<file path="src/rtl/rom_seq_pkg.sv">
// Shared types and board defaults for the ROM address sequencer and its button debouncer.
package rom_seq_pkg;

  typedef enum logic [1:0] {
    ST_IDLE    = 2'b00,
    ST_ISSUE   = 2'b01,
    ST_WAIT    = 2'b10,
    ST_CAPTURE = 2'b11
  } seq_state_t;

  localparam int unsigned CLK_HZ               = 50_000_000;
  localparam int unsigned DEBOUNCE_CYCLES_DFLT = CLK_HZ / 50;  // 20 ms
  localparam int unsigned SCAN_DIV_DFLT        = CLK_HZ / 2;   // 2 Hz

  // Bits needed to count 0..n-1, never less than one.
  function automatic int unsigned cnt_width(input int unsigned n);
    return (n <= 1) ? 1 : $clog2(n);
  endfunction

endpackage

</file>
<file path="src/rtl/btn_debounce.sv">
// Active-low button to single-cycle press pulse: 2-FF sync, stable-count filter, falling-edge detect.
// Latency 2 sync + DEBOUNCE_CYCLES clocks from a stable level change to the press pulse; no backpressure.
module btn_debounce
  import rom_seq_pkg::*;
#(
  parameter int unsigned DEBOUNCE_CYCLES = DEBOUNCE_CYCLES_DFLT
) (
  input  logic clk,
  input  logic rst,
  input  logic btn_n,
  output logic press
);

  localparam int unsigned CW = cnt_width(DEBOUNCE_CYCLES);
  localparam logic [CW-1:0] CNT_LAST = CW'(DEBOUNCE_CYCLES - 1);

  logic          sync_q1;
  logic          sync_q2;
  logic          level_n_q;
  logic [CW-1:0] cnt_q;

  always_ff @(posedge clk) begin
    if (rst) begin
      sync_q1   <= 1'b1;
      sync_q2   <= 1'b1;
      level_n_q <= 1'b1;
      cnt_q     <= '0;
      press     <= 1'b0;
    end else begin
      sync_q1 <= btn_n;
      sync_q2 <= sync_q1;
      press   <= 1'b0;
      // Any sample that agrees with the accepted level restarts the stability run.
      if (sync_q2 == level_n_q) begin
        cnt_q <= '0;
      end else if (cnt_q == CNT_LAST) begin
        cnt_q     <= '0;
        level_n_q <= sync_q2;
        press     <= level_n_q & ~sync_q2;
      end else begin
        cnt_q <= cnt_q + 1'b1;
      end
    end
  end

endmodule

</file>
<file path="src/rtl/rom_addr_sequencer.sv">
// Steps the ROM address on a debounced press or auto-scan tick; request to data_valid is ROM_LATENCY+2.
// No flow control: one request arriving while busy is held in a pending flag, further ones are dropped.
module rom_addr_sequencer
  import rom_seq_pkg::*;
#(
  parameter int unsigned ADDRESS_WIDTH   = 8,
  parameter int unsigned DATA_WIDTH      = 16,
  parameter int unsigned ROM_LATENCY     = 1,
  parameter int unsigned DEBOUNCE_CYCLES = DEBOUNCE_CYCLES_DFLT,
  parameter int unsigned SCAN_DIV        = SCAN_DIV_DFLT
) (
  input  logic                     clk,
  input  logic                     rst,
  input  logic                     btn_step_n,
  input  logic                     mode_auto,
  input  logic                     load_en,
  input  logic [ADDRESS_WIDTH-1:0] load_addr,
  input  logic [DATA_WIDTH-1:0]    rom_data_in,
  output logic                     rom_rd_en,
  output logic [ADDRESS_WIDTH-1:0] rom_address,
  output logic [DATA_WIDTH-1:0]    data_captured,
  output logic                     data_valid,
  output logic                     busy
);

  localparam int unsigned PW = cnt_width(SCAN_DIV);
  localparam logic [PW-1:0] PRESC_LAST = PW'(SCAN_DIV - 1);
  localparam int unsigned WW = cnt_width(ROM_LATENCY);
  localparam logic [WW-1:0] WAIT_LAST = (ROM_LATENCY >= 2) ? WW'(ROM_LATENCY - 2) : '0;

  seq_state_t    state_q;
  seq_state_t    state_d;
  logic [PW-1:0] presc_q;
  logic [WW-1:0] wait_q;
  logic          pending_q;
  logic          btn_press;
  logic          scan_tick;
  logic          step_req;
  logic          do_load;
  logic          do_capture;
  logic          take_req;

  btn_debounce #(
    .DEBOUNCE_CYCLES(DEBOUNCE_CYCLES)
  ) u_step_btn (
    .clk  (clk),
    .rst  (rst),
    .btn_n(btn_step_n),
    .press(btn_press)
  );

  // Prescaler parks at zero whenever auto-scan is off so each enable starts a full period.
  always_ff @(posedge clk) begin
    if (rst || !mode_auto) begin
      presc_q <= '0;
    end else if (presc_q == PRESC_LAST) begin
      presc_q <= '0;
    end else begin
      presc_q <= presc_q + 1'b1;
    end
  end

  assign scan_tick = mode_auto && (presc_q == PRESC_LAST);
  assign step_req  = btn_press | scan_tick;

  always_ff @(posedge clk) begin
    if (rst) begin
      state_q <= ST_IDLE;
    end else begin
      state_q <= state_d;
    end
  end

  always_comb begin
    state_d    = state_q;
    rom_rd_en  = 1'b0;
    busy       = 1'b1;
    do_load    = 1'b0;
    do_capture = 1'b0;
    take_req   = 1'b0;
    case (state_q)
      ST_IDLE: begin
        busy = 1'b0;
        // A load in the same cycle as a request wins and the request is lost.
        if (load_en) begin
          do_load = 1'b1;
        end else if (step_req || pending_q) begin
          take_req = 1'b1;
          state_d  = ST_ISSUE;
        end
      end
      ST_ISSUE: begin
        rom_rd_en = 1'b1;
        state_d   = (ROM_LATENCY <= 1) ? ST_CAPTURE : ST_WAIT;
      end
      ST_WAIT: begin
        if (wait_q == WAIT_LAST) begin
          state_d = ST_CAPTURE;
        end
      end
      ST_CAPTURE: begin
        do_capture = 1'b1;
        state_d    = ST_IDLE;
      end
      default: state_d = ST_IDLE;
    endcase
  end

  always_ff @(posedge clk) begin
    if (rst) begin
      rom_address   <= '0;
      data_captured <= '0;
      data_valid    <= 1'b0;
      pending_q     <= 1'b0;
      wait_q        <= '0;
    end else begin
      data_valid <= do_capture;
      if (do_load) begin
        rom_address <= load_addr;
      end else if (do_capture) begin
        rom_address <= rom_address + 1'b1;
      end
      if (do_capture) begin
        data_captured <= rom_data_in;
      end
      if (take_req) begin
        pending_q <= 1'b0;
      end else if (busy && step_req) begin
        pending_q <= 1'b1;
      end
      if (state_q == ST_WAIT) begin
        wait_q <= wait_q + 1'b1;
      end else begin
        wait_q <= '0;
      end
    end
  end

endmodule

</file>
<file path="config.mk">
export PLATFORM = sky130hd
export DESIGN_NAME = rom_addr_sequencer
export DESIGN_NICKNAME = d
export VERILOG_FILES = /design/src/rtl/rom_seq_pkg.sv /design/src/rtl/btn_debounce.sv /design/src/rtl/rom_addr_sequencer.sv
export SDC_FILE = /design/constraint.sdc
export NUM_CORES = 1
export LEC_CHECK = 0
export BUFFER_PORTS_ARGS = -buffer_cell sky130_fd_sc_hd__clkbuf_2
export CAP_MARGIN = 40
export CORE_ASPECT_RATIO = 0.8
export CORE_MARGIN = 2
export CORE_UTILIZATION = 40
export CTS_CLUSTER_SIZE = 16
export DETAILED_ROUTE_END_ITERATION = 16
export GPL_ROUTABILITY_DRIVEN = 0
export PLACE_DENSITY_LB_ADDON = 0.05
export SYNTH_ARGS = -nofsm -noshare
export SYNTH_HDL_FRONTEND = slang
export SYNTH_HIERARCHICAL = 1
export SYNTH_SLANG_ARGS = --single-unit
</file>
<file path="constraint.sdc">
create_clock -name clk -period 2.2 [get_ports clk]
set_clock_uncertainty 0.1 [all_clocks]
set_input_delay 0.44 -clock clk [delete_from_list [all_inputs] [get_ports clk]]
set_output_delay 0.44 -clock clk [all_outputs]
set_load 0.03 [all_outputs]
</file>
==> results of run 1 <==
-- area by class of cell --
cell class                 instances  area [um2]  area share
inverter                          10       37.54    0.008897
clock buffer                      11       141.4     0.03351
clock inverter                     5       58.81     0.01394
multi-input combinational        272        1753      0.4155
timing repair buffer              85       525.5      0.1246
tap                              112       140.1     0.03321
sequential                        78        1563      0.3704
-- routing by layer --
metal,part of all wire,global-route usage,vias up,wire length (um)
met5,0,0,-,0
met4,0.017,0.06375,0,117
met3,0.039,0.05038,10,264
met2,0.45,0.2560,39,3036
met1,0.49,0.1851,1229,3309
li1,-,-,1447,-
-- sequential cells by signal, indices dropped and copies added, names as in the netlist, 2 cells and up --
signal	cells
presc_q	25
u_step_btn/cnt_q	20
data_captured	16
rom_address	8
state_q	2
-- power breakdown --
part           internal [mW]  leakage (nW)  total (mW)  switching, mW
combinational         0.0935         0.883       0.249          0.156
clock                  0.555        0.0955        1.08          0.523
sequential              1.44         0.632        1.47         0.0335
total                   2.09          1.61        2.80          0.712
-- timing repair --
item / CTS / global route
setup buffers: 2 / 1
hold buffers: 0 / 0
resized for setup: 1 / 4
pin swaps: 2 / 3
setup endpoints to repair: 28 / 29
cloned: 0 / 0
-- worst reg2reg max path, delay by kind of cell, from the launching register on --
kind	cells	cell delay, ps
AOI/OAI and AO/OA	1	130
DFF	1	320
and+or+nand+nor	4	1610
-- worst max-delay path by stage --
stage	startpoint	endpoint	slack, ps
global route	presc_q[15]	state_q[1]	-140
CTS	presc_q[15]	state_q[1]	-70
detailed placement	presc_q[15]	state_q[1]	-40
finish	presc_q[15]	state_q[1]	-70
global placement	presc_q[15]	state_q[0]	-10
floorplan	presc_q[15]	state_q[1]	20
-- logic make-up after synthesis --
kind of cell,count (synthesis)
fa+ha+maj,9
xor+xnor,45
mux,17
simple gates,180
flops,78
compound gates,21
buf+inv,23
-- cells in the final DEF, fill, tap and decap left out, drive strengths merged, types with 2 or more instances in the layout --
| master | count |
|---|---|
| a211oi | 8 |
| a21oi | 3 |
| a31oi | 2 |
| and3 | 7 |
| and4 | 3 |
| buf | 30 |
| clkbuf | 66 |
| clkinv | 2 |
| clkinvlp | 2 |
| dfxtp | 78 |
| ha | 9 |
| inv | 10 |
| mux2i | 17 |
| nand2 | 26 |
| nand3 | 16 |
| nand3b | 2 |
| nand4 | 14 |
| nor2 | 75 |
| nor3 | 9 |
| nor4 | 7 |
| o21ai | 2 |
| or2 | 3 |
| or3 | 5 |
| or4 | 3 |
| or4b | 3 |
| xnor2 | 16 |
| xor2 | 29 |
==> flow_summary.toml, run 1 <==
[place]
placed_cells = 554
io_buffers = 55
post-dp-hpwl_mm = 4.788
detailedPlace.worstSlack_ps = -40.71
place_area_um2 = 3975

[layout]
final_net_count = 494
diodes = 0
fill_cells = 820
final_cells = 573
final_util = 0.5040
drive_gt1_frac = 0.2430
area_delta_synth_final_pct = 23.88
fin_area_um2 = 4219

[yosys]
netlist.area_leader.share = 0.4585
synthSimpleGateAreaFrac = 0.2667
synth_fa_ha_area_frac = 0.03306
synth-seq-cells = 78
yosysWarningCount = 6
syn_area_um2 = 3406
syn_nets = 411
post-synth-top-count-cell = "dfxtp_1"
synth_top_family_by_area = "simple AND/OR/NAND/NOR gates"
synth_compound_area_frac = 0.04335
ys.flop_type = "dfxtp_1"
synthDistinctLibCells = 43
synth_area_leader_cell = "dfxtp_1"
synthTopCellsByCount = "dfxtp_1, nor2_1, xor2_1"
synth-xor-area-share = 0.1157
yosysSeqAreaShare = 0.4585
postSynthAreaPerCell_um2 = 9.131
synthMuxAreaShare = 0.04996
synthTopCellsByArea = "dfxtp_1, nor2_1, xor2_1, mux2i_1, xnor2_1"
ys_async_sr_fraction = 0
syn_inst = 373
synth-edff-count = 0

[power]
power_density_nw_per_um2 = 663.8
ir_worst_vdd_uv = 453.3
power_mw = 2.801
p_leak_nw = 1.610

[worst_setup_path]
crit_family = "simple AND/OR/NAND/NOR gates"
reg2reg_from = "presc_q[15]"
cp.required_ps = 2340
path_cells = "or4b_4 > or4_4 > nor4_4 > a31oi_1 > or3_1"
cp-end-kind = "flop"
crit_type = "reg -> reg"
critPathSlowestCell = "or4b_4"
cp-start-kind = "flop"
worst-path-max-fanout = 4
r2r_setup_slack_ps = -70
critical_path_depth = 5
worstRegToRegCells = 5
worst-path-buf-inv = 0
worstPathArrival_ps = 2410
rr_endpoint = "state_q[1]"
max_stage_delay_ps = 520

[sta]
slew_violations = 0
setup_slack_ps = -71.73
hold_viol_final = 0
fin_tns_setup_ps = -589.4
slew_headroom = 0.6340
finalCriticalPeriod_ps = 2272
setup_viol = 28
fin_crit_sh = 1.033
whs_ps = 167.0
max_freq_ghz = 0.4402
tightest_slew_ps = 544.8
rsz0062_at_grt = "true"

[floorplanning]
num_rows = 30
fp.dieW_um = 107.2
die-area_um2 = 9273
initial_core_util = 0.4069
coreArea_um2 = 8371
ios = 56
die_h_um = 86.53

[clock_network]
clockBufferDepth = 2
cts_root_buffer = "clkbuf_8"
htree_levels = 3
cts_tree = "yes"
clk_latency_ps = 360
cts.sinks = 78
clk_pin_slew_worst_paths_ps = 80
numCtsBuffers = 9

[status]
violations = "negative setup slack"
status = "complete, but fails checks"

[grt]
grt_pass1_wl_mm = 11.30
grt_antenna_before_repair = 0
grt_pass1_vias = 2551
overflow = 0
grt_max_degree = 26
track_usage = 0.1543

[detailed_routing]
drc = 0
num_vias = 2725
ant_nets = 0
wirelength_mm = 6.727
wire_per_inst_um = 11.74
drtPass1Iterations = 4
initialDrtViolationCount = 139
viasPerCell = 4.756

[hold_path]
hp-class = "in -> reg"
hold_path_end = "u_step_btn/sync_q1"
min-delay-start = "btn_step_n"
worst_hold_path.num_cells = 2

[job]
drv_cap = 0
(Power assumes the default switching activity.)
==> inputs of run 2 (changes only) <==
Settings changed: REMOVE_ABC_BUFFERS set to 1.
==> run 2 against run 1 <==
  * Highest routed layer unchanged
  * Utilization increased by 0.45 points
  * Critical path depth shrank 1
  * Sequential cell count unchanged
  * Non-clock buffer count decreased by 1
  * Register-to-register slack gained 60 ps
  * The flow still finishes with violations (negative setup slack)
  * Clock power rose by 8%
  * Fmax up 2.8%
  * Critical endpoint is now u_step_btn/level_n_q
  * Die area unchanged
  * Count of clock-buffer cells in the layout shrank 2
  * Cell area is 0.89% higher
  * Combinational power grew 4%
  * Total power is 3.8% higher
  * Largest power group unchanged
  * Largest cell class unchanged
==> flow_summary.toml, run 2 (synthesized netlist as in run 1, its figures left out) <==
[status]
status = "complete, but fails checks"
violations = "negative setup slack"

[floorplanning]
num_rows = 30
fp.dieW_um = 107.2
die_h_um = 86.53
ios = 56
coreArea_um2 = 8371
initial_core_util = 0.4069
die-area_um2 = 9273

[power]
ir_worst_vdd_uv = 271.6
power_density_nw_per_um2 = 682.7
p_leak_nw = 1.635
power_mw = 2.906

[grt]
track_usage = 0.1519
grt_max_degree = 26
grt_antenna_before_repair = 0
grt_pass1_vias = 2430
grt_pass1_wl_mm = 11.19
overflow = 0

[layout]
diodes = 0
final_cell_mix = "dfxtp_1, nor2_1, clkbuf_2, xor2_1, nand2_1"
final_net_count = 493
largest_reg_flops = 25
final_cells = 572
regMostFlops = "presc_q"
fin_area_um2 = 4257
final_common_cell = "dfxtp_1"
largestRegisters = "presc_q (25), u_step_btn/cnt_q (20), data_captured (16)"
drive_gt1_frac = 0.2391
final_util = 0.5085
area_delta_synth_final_pct = 24.98

[worst_setup_path]
r2r_setup_slack_ps = -10
worstPathArrival_ps = 2340
cp-start-kind = "flop"
cp.required_ps = 2330
worst-path-max-fanout = 4
crit_type = "reg -> reg"
cp-end-kind = "flop"

[hold_path]
hp-class = "in -> reg"

[clock_network]
htree_levels = 3
cts_tree = "yes"
clk_latency_ps = 340
cts_hold_buf = 0
cts_root_buffer = "clkbuf_8"
clockBufferDepth = 2
numCtsBuffers = 9
clk_pin_slew_worst_paths_ps = 80
cts.sinks = 78

[sta]
tightest_slew_ps = 587.0
rsz0062_at_grt = "true"
finalCriticalPeriod_ps = 2210
max_freq_ghz = 0.4526
fin_crit_sh = 1.004
setup_slack_ps = -9.512
setup_viol = 1
hold_viol_final = 0
slew_violations = 0
whs_ps = 175.6
slew_headroom = 0.6057

[detailed_routing]
ant_nets = 0
drtPass1Iterations = 4
drc = 0
viasPerCell = 4.844
initialDrtViolationCount = 131
wirelength_mm = 7.077
wire_per_inst_um = 12.37
num_vias = 2771

[place]
placed_cells = 553
place_area_um2 = 3968
io_buffers = 55
post-dp-hpwl_mm = 4.837

[job]
drv_cap = 0
-- run 2: layout make-up --
type | instances | area [um2]
Clock inverter | 7 | 96.34
Inverter | 10 | 37.54
Sequential cell | 78 | 1563
Tap cell | 112 | 140.1
Fill cell | 795 | 4114
Multi-Input combinational cell | 272 | 1739
Clock buffer | 9 | 123.9
Timing Repair Buffer | 84 | 556.8
-- run 2: final timing paths --
| kind | startpoint | endpoint | cells past startpoint |
|---|---|---|---|
| min reg2reg | wait_q | wait_q | 1 |
| max reg2reg | u_step_btn/cnt_q[15] | u_step_btn/level_n_q | 4 |
| min | btn_step_n | u_step_btn/sync_q1 | 2 |
| max | u_step_btn/cnt_q[15] | u_step_btn/level_n_q | 4 |
-- run 2: per-stage QoR --
stage	TNS [ps]	worst slack, ps
after floorplan	-19880	-644.7
after global placement	-2387	-120.7
after detailed placement	-3205	-149.0
after CTS	0	1.913
after global routing	-1331	-92.34
final	-9.512	-9.512
-- run 2: critical path, stage by stage, from the launching register on --
cell	delay, ps
dfxtp_2	330
or4b_4	520
or4_4	570
o31a_1	250
or3_1	330
-- run 2: timing repair --
action | CTS | global route
gates cloned | 0 | 3
setup buffers | 0 | 0
pin swaps | 2 | 2
resized for setup | 0 | 3
setup endpoints to repair | 28 | 29
-- run 2: power breakdown --
part           total (mW)  internal (mW)  leakage [nW]  switching, mW
sequential           1.47           1.44         0.632         0.0343
combinational       0.260          0.100         0.890          0.159
clock                1.17          0.643         0.114          0.530
-- run 2: per-layer routing --
| metal | GRT usage | routed length [um] | vias up |
|---|---|---|---|
| met5 | 0 | 0 | - |
| met2 | 0.2250 | 2968 | 47 |
| li1 | - | - | 1451 |
| met3 | 0.04586 | 308 | 7 |
| met1 | 0.2107 | 3710 | 1266 |
| met4 | 0.05313 | 90 | 0 |
==> inputs of run 3 (changes only) <==
Settings changed: ABC_AREA set to 1.
==> run 3 against run 2 <==
  * The run now ends clean
  * Die area grew 8.1%
  * Largest power group unchanged
  * Hold slack gained 18 ps
  * First-iteration DRC count shrank 35%
  * Worst setup slack gained 310 ps
  * Synthesized cell count grew 37%
  * Critical path type is now reg -> out
  * Final cell count grew 21%
  * Synthesized area grew 8.5%
  * Sequential power grew 7%
  * Fmax grew 16%
  * Largest cell class unchanged
  * Non-clock buffer count shrank 23
==> flow_summary.toml, run 3 <==
[worst_setup_path]
max_stage_delay_ps = 410
worstPathArrival_ps = 1360
cp.required_ps = 1660
cp-start-kind = "flop"
path_cells = "inv_1 > ha_1 > inv_1 > clkbuf_2"
crit_type = "reg -> out"
crit_path_frequent_cell = "inv_1"
worst-path-max-fanout = 5
cp-end-kind = "output pin"
critPathSlowestCell = "dfxtp_1"

[floorplanning]
fp.dieW_um = 111.5
ios = 56
coreArea_um2 = 8999
num_rows = 31
initial_core_util = 0.4106
die-area_um2 = 10030
die_h_um = 89.96

[clock_network]
cts.sinks = 78
postCtsSetupBuffers = 0
cts.repair.resized = 0
clk_pin_slew_worst_paths_ps = 60
htree_levels = 3
numCtsBuffers = 9
clk_latency_ps = 330
cts_root_buffer = "clkbuf_16"
cts_hold_buf = 0
cts_tree = "yes"
clockBufferDepth = 2

[yosys]
ys_async_sr_fraction = 0
yosysWarningCount = 6
synth_area_leader_cell = "dfxtp_1"
synthTopCellsByCount = "nor2_1, nand2_1, dfxtp_1"
netlist.area_leader.share = 0.4226
syn_area_um2 = 3695
ys.flop_type = "dfxtp_1"
postSynthAreaPerCell_um2 = 7.216
yosysSeqAreaShare = 0.4226
synthDistinctLibCells = 36
synth-seq-cells = 78
post-synth-top-count-cell = "nor2_1"
synthTopCellsByArea = "dfxtp_1, nor2_1, nand2_1, inv_1, nand3_1"
synth-edff-count = 0
syn_inst = 512

[detailed_routing]
viasPerCell = 4.589
drtPass1Iterations = 4
wire_per_inst_um = 11.38
wirelength_mm = 7.883
initialDrtViolationCount = 85
drc = 0
ant_nets = 0
num_vias = 3180

[layout]
largestRegisters = "presc_q (25), u_step_btn/cnt_q (20), data_captured (16)"
area_delta_synth_final_pct = 18.90
fin_area_um2 = 4393
final_cells = 693
regMostFlops = "presc_q"
final_net_count = 612
largest_reg_flops = 25
drive_gt1_frac = 0.1903
final_cell_mix = "nor2_1, nand2_1, dfxtp_1, clkbuf_2, inv_1"
final_common_cell = "nor2_1"
diodes = 0

[grt]
grt_pass1_wl_mm = 13.96
grt_antenna_before_repair = 0
grt_pass1_vias = 3030
grt_max_degree = 26
track_usage = 0.1698
overflow = 0

[sta]
hold_viol_final = 0
slew_headroom = 0.7425
setup_viol = 0
tightest_slew_ps = 385.7
finalCriticalPeriod_ps = 1899
rsz0062_at_grt = "false"
fin_tns_setup_ps = 0
whs_ps = 194.1
max_freq_ghz = 0.5266
fin_crit_sh = 0.8632
slew_violations = 0

[place]
placed_cells = 678
io_buffers = 55
post-dp-hpwl_mm = 5.795
place_area_um2 = 4103

[power]
power_density_nw_per_um2 = 844.4
p_leak_nw = 1.776
power_mw = 3.710
ir_worst_vdd_uv = 434.7

[hold_path]
hp-class = "in -> reg"

[status]
status = "finished clean"

[job]
drv_cap = 0
## run 3: final cells by class
class,count,area [um2]
multi-input cells,370,1874
inverters,54,202.7
fillers,938,4606
flip-flops and latches,78,1562
clock buffers,11,242.7
repair buffers,61,320.3
clock inverters,4,47.55
well taps,115,143.9
## run 3: cell families after synthesis
| kind of cell | Yosys count | synth area share |
|---|---|---|
| adders and majority gates | 9 | 0.03048 |
| xor gates and xnor gates | 20 | 0.04741 |
| DFF | 78 | 0.4226 |
| and+or+nand+nor | 279 | 0.3400 |
| AOI/OAI and AO/OA | 62 | 0.08940 |
| buffers and inverters | 64 | 0.07010 |
## run 3: routing by layer
layer / global-route usage / up-vias / share of wire
met1: 0.2310 / 1376 / 0.51
met5: 0 / - / 0
met4: 0.05658 / 0 / 0.010
met2: 0.2546 / 56 / 0.42
met3: 0.05597 / 8 / 0.060
li1: - / 1740 / -
## run 3: power breakdown
| group | switching, mW | total, mW | internal [mW] |
|---|---|---|---|
| clock network | 0.562 | 1.46 | 0.899 |
| logic | 0.446 | 0.666 | 0.220 |
| registers | 0.0867 | 1.58 | 1.50 |
## run 3: worst paths after layout
| kind | from | endpoint | slack, ps | depth (start not counted) |
|---|---|---|---|---|
| worst max-delay path | state_q[0] | busy | 300 | 4 |
| worst min register to register | wait_q | wait_q | 310 | 1 |
| worst max register to register | presc_q[0] | presc_q[2] | 350 | 9 |
| worst min-delay path | btn_step_n | u_step_btn/sync_q1 | 190 | 2 |
## run 3: per-stage QoR
step                setup WS [ps]  utilization
global route                128.5       0.4882
floorplan                   472.3            -
detailed placement          328.3       0.4559
global placement            376.6       0.4559
CTS                         280.5       0.4882
finish                      301.0       0.4882
## run 3: critical path: cells and delay by family (launching register included)
| family | cells | cell delay, ps |
|---|---|---|
| buffers and inverters | 3 | 390 |
| DFF | 1 | 410 |
| adders and majority gates | 1 | 230 |
